[src/rtl/cpu_pkg.sv]
// Shared CPU pipeline widths and the ID/EX bundle types.
package cpu_pkg;

  localparam int DATA_W  = 32;
  localparam int REG_W   = 5;
  localparam int ALUOP_W = 2;

  typedef struct packed {
    logic               regdst;
    logic               jump;
    logic               branch;
    logic               memread;
    logic               memtoreg;
    logic               memwrite;
    logic               alusrc;
    logic               regwrite;
    logic [ALUOP_W-1:0] aluop;
  } id_ex_ctrl_t;

  // Everything the execute stage consumes, registered as one bus.
  typedef struct packed {
    id_ex_ctrl_t       ctrl;
    logic [DATA_W-1:0] read1;
    logic [DATA_W-1:0] read2;
    logic [DATA_W-1:0] sign_ext;
    logic [REG_W-1:0]  rt;
    logic [REG_W-1:0]  rd;
    logic [REG_W-1:0]  rs;
  } id_ex_bus_t;

endpackage

[src/rtl/pipe_reg.sv]
// Generic W-bit D register with synchronous active-high clear.
module pipe_reg #(
  parameter int W = 1
) (
  input  logic         clk,
  input  logic         rst,
  input  logic [W-1:0] d,
  output logic [W-1:0] q
);

  // NOTE: sequential state uses non-blocking assignment so every stage samples pre-edge values.
  always_ff @(posedge clk) begin
    if (rst) q <= '0;
    else     q <= d;
  end

endmodule

[src/rtl/id_ex_reg.sv]
// ID/EX pipeline register: one-cycle capture of decode outputs, clear inserts a NOP bubble.
module id_ex_reg
  import cpu_pkg::*;
(
  input  logic               startin,
  input  logic               clk,
  input  logic               regdstIn,
  input  logic               jumpIn,
  input  logic               branchIn,
  input  logic               memreadIn,
  input  logic               memtoregIn,
  input  logic               memwriteIn,
  input  logic               alusrcIn,
  input  logic               regwriteIn,
  input  logic [ALUOP_W-1:0] aluopIn,
  input  logic [DATA_W-1:0]  read1In,
  input  logic [DATA_W-1:0]  read2In,
  input  logic [DATA_W-1:0]  signExtendedIn,
  input  logic [REG_W-1:0]   ins20_16In,
  input  logic [REG_W-1:0]   ins15_11In,
  input  logic [REG_W-1:0]   ins25_21In,
  output logic               regdst,
  output logic               jump,
  output logic               branch,
  output logic               memread,
  output logic               memtoreg,
  output logic               memwrite,
  output logic               alusrc,
  output logic               regwrite,
  output logic [ALUOP_W-1:0] aluop,
  output logic [DATA_W-1:0]  read1,
  output logic [DATA_W-1:0]  read2,
  output logic [DATA_W-1:0]  signExtended,
  output logic [REG_W-1:0]   ins20_16,
  output logic [REG_W-1:0]   ins15_11,
  output logic [REG_W-1:0]   ins25_21
);

  id_ex_bus_t d_bus;
  id_ex_bus_t q_bus;

  always_comb begin
    d_bus               = '0;
    d_bus.ctrl.regdst   = regdstIn;
    d_bus.ctrl.jump     = jumpIn;
    d_bus.ctrl.branch   = branchIn;
    d_bus.ctrl.memread  = memreadIn;
    d_bus.ctrl.memtoreg = memtoregIn;
    d_bus.ctrl.memwrite = memwriteIn;
    d_bus.ctrl.alusrc   = alusrcIn;
    d_bus.ctrl.regwrite = regwriteIn;
    d_bus.ctrl.aluop    = aluopIn;
    d_bus.read1         = read1In;
    d_bus.read2         = read2In;
    d_bus.sign_ext      = signExtendedIn;
    d_bus.rt            = ins20_16In;
    d_bus.rd            = ins15_11In;
    d_bus.rs            = ins25_21In;
  end

  // NOTE: startin is a synchronous clear; clearing every field (not just regwrite/memwrite) keeps the bubble fully deterministic.
  pipe_reg #(.W($bits(id_ex_bus_t))) u_bus_reg (
    .clk (clk),
    .rst (startin),
    .d   (d_bus),
    .q   (q_bus)
  );

  assign regdst       = q_bus.ctrl.regdst;
  assign jump         = q_bus.ctrl.jump;
  assign branch       = q_bus.ctrl.branch;
  assign memread      = q_bus.ctrl.memread;
  assign memtoreg     = q_bus.ctrl.memtoreg;
  assign memwrite     = q_bus.ctrl.memwrite;
  assign alusrc       = q_bus.ctrl.alusrc;
  assign regwrite     = q_bus.ctrl.regwrite;
  assign aluop        = q_bus.ctrl.aluop;
  assign read1        = q_bus.read1;
  assign read2        = q_bus.read2;
  assign signExtended = q_bus.sign_ext;
  assign ins20_16     = q_bus.rt;
  assign ins15_11     = q_bus.rd;
  assign ins25_21     = q_bus.rs;

endmodule

[config.mk]
export PLATFORM = sky130hd
export DESIGN_NAME = id_ex_reg
export DESIGN_NICKNAME = d
export VERILOG_FILES = /design/src/rtl/cpu_pkg.sv /design/src/rtl/pipe_reg.sv /design/src/rtl/id_ex_reg.sv
export SDC_FILE = /design/constraint.sdc
export NUM_CORES = 1
export LEC_CHECK = 0
export CORE_MARGIN = 2
export CORE_UTILIZATION = 35
export CTS_BUF_LIST = sky130_fd_sc_hd__clkbuf_8
export DETAILED_ROUTE_END_ITERATION = 10
export GPL_TIMING_DRIVEN = 0
export PLACE_DENSITY_LB_ADDON = 0.3
export SLEW_MARGIN = 20
export SYNTH_ARGS = -nofsm -noshare
export SYNTH_HDL_FRONTEND = slang
export SYNTH_HIERARCHICAL = 1
export SYNTH_SLANG_ARGS = --single-unit
[constraint.sdc]
create_clock -name clk -period 0.8 [get_ports clk]
set_input_delay 0.16 -clock clk [delete_from_list [all_inputs] [get_ports clk]]
set_output_delay 0.16 -clock clk [all_outputs]
set_load 0.005 [all_outputs]
==> qor.txt <==
CTS root buffer: clkbuf_8
post-synth top area cell: dfxtp_1
fmax: 990.2 MHz
DRT Wirelength: 9050 µm
antenna violations before repair: 0
via count: 2,647
asr flop ratio synth: 0%
Placed Area: 5808 µm²
Crit Path Category: flip-flop to output pin
critical path depth: 1
CTS tree: built
total CTS buffers: 17
Area Growth Syn to Fin: 79.08%
nets: 642
Final setup viols: 121
flops & latches, synth: 121
worst-path cell chain: buf_2
1st-pass router iterations: 4
Worst Max-Slew Pin Slew: 0.2065 ns
core area: 9109 µm²
Die Width: 100.3 µm
delay-heaviest family, CP: flip-flops
most common library cells after synthesis: dfxtp_1 (121), nor2b_1 (121), buf_2 (12)
vias in the first global route: 2,772
max reg flops: 121
Post-synth EDFFs: 0
Core Util, Final: 63.83%
global placer's final weighted congestion: 0.7165
top cells by area, synth: dfxtp_1 (75%), nor2b_1 (23%), buf_2 (1.8%)
peak per-stage delay on the critical path: 0.32 ns
pwr/cell area: 2229 nW/µm²
Avg Vias per Cell: 4.117
post-synth cell types: 4
status: finished, violations left
layout cells sized above 1: 36.84%
Main synth FF type: dfxtp_1
worst-path fanout max: 1
buffer and inverter count on the worst path: 1
number of antenna-violating nets in the routed design: 0
IO Port Bufs: 242
worst min path class: primary input to flip-flop
clk sinks: 121
Synth Area per Inst: 12.73 µm²
drt drc: 0
Rel. slew slack: 86.23%
clk slew on worst S/H paths: 0.08 ns
Starting Density: 35.65%
hpwl dp: 6910 µm
HP Start: startin
Cell Rows: 35
unrepaired setup endpoints after global routing: true
GRT Util Overall: 17.77%
final instance area: 5814 µm²
cell area after synthesis: 3247 µm²
Fin. Hold Viols: 0
Mapped Cells: 255
Leak: 2.635 nW
IO Pins: 244
Final Cycle Share: 126.2%
Synthesized Nets: 378
largest net degree at the start of global routing: 17
number of max-cap violations: 0
violated checks: negative setup slack
Overall Power: 0.01296 W
CTS Buffer Depth: 2
number of synthesis warnings: 6
Die Footprint: 10,060 µm²
Max VDD drop: 1.084 mV
# H-tree levels: 4
first-pass GRT wire length: 13,340 µm
ANT cells: 0
GR Overflow Total: 0
Startpoint Class: flip-flop
final worst slack: -0.2099 ns
Most flops, register: u_bus_reg/q
Pins Over Slew Limit: 0
crit path from: u_bus_reg/q[10]
WHS Path Cells: 2
register area share after synthesis: 74.61%
CP arrival: 0.85 ns
crit end category: output pin
Filler cells: 795
Die H: 100.3 µm
CP Data Required Time: 0.64 ns
drt wl/cell: 14.07 µm
Crit-path slowest cell: dfxtp_2
top cell type's share of synthesized area: 74.61%
post-layout min period: 1.010 ns
Regs by FF count: u_bus_reg/q (121)
DRT iter0 DRCs: 29
-- cells in the final DEF (no fill, tap or decap), drive strengths merged --
cell,instances
clkinvlp,3
buf,135
clkdlybuf4s50,121
inv,4
clkinv,6
dfxtp,121
nor2b,121
clkbuf,18
bufinv,2
dlymetal6s4s,1
-- worst paths after layout --
kind,to,slack (ns)
max,ins20_16[0],-0.21
min,u_bus_reg/q[16],0.02
-- logic make-up after synthesis --
kind of cell	after synthesis	synth area share, %
AND/OR/NAND/NOR	121	23.31
flip-flops	121	74.60
buffers and inverters	13	2.081
-- through the flow --
step                TNS, ns  worst slack [ns]  hold WS (ns)  std cells
floorplan                 0            0.1841        0.2882        255
global placement     -17.70           -0.1751        0.4451        608
detailed placement   -18.71           -0.1816        0.4480        608
CTS                  -35.33           -0.2459      0.005901        641
global route         -28.92           -0.2602       0.02278        643
finish               -22.40           -0.2099       0.02104        643
-- layer usage --
layer  wire length [µm]  GRT usage [%]
met3               1019          10.17
met2               4720          31.85
met5                  0              0
met1               3131          16.21
met4                178          7.903
-- layout make-up --
type,instances,area [µm²],share of cell area (%)
plain buffers,13,77.57,1.334
clock buffers,17,234.0,4.024
flip-flops and latches,121,2460,42.31
well taps,111,138.9,2.389
repair buffers,245,1994,34.30
multi-input cells,121,757.0,13.02
clock inverters,15,152.6,2.625
-- report_power, final --
part	internal (W)	switching, W
Combinational	0.000971	0.000416
Clock	0.00277	0.00237
Sequential	0.00636	0.0000810
Total	0.0101	0.00286
-- repair_timing --
action / 4_1_cts / 5_1_grt
setup endpoints to repair: 121 / 211
endpoints found under the hold margin: 7 / 0
hold buffers: 1 / 0
resized for setup: 508 / 35
buffers inserted: 0 / 2
Note: power is estimated with default switching activity, not from simulation.
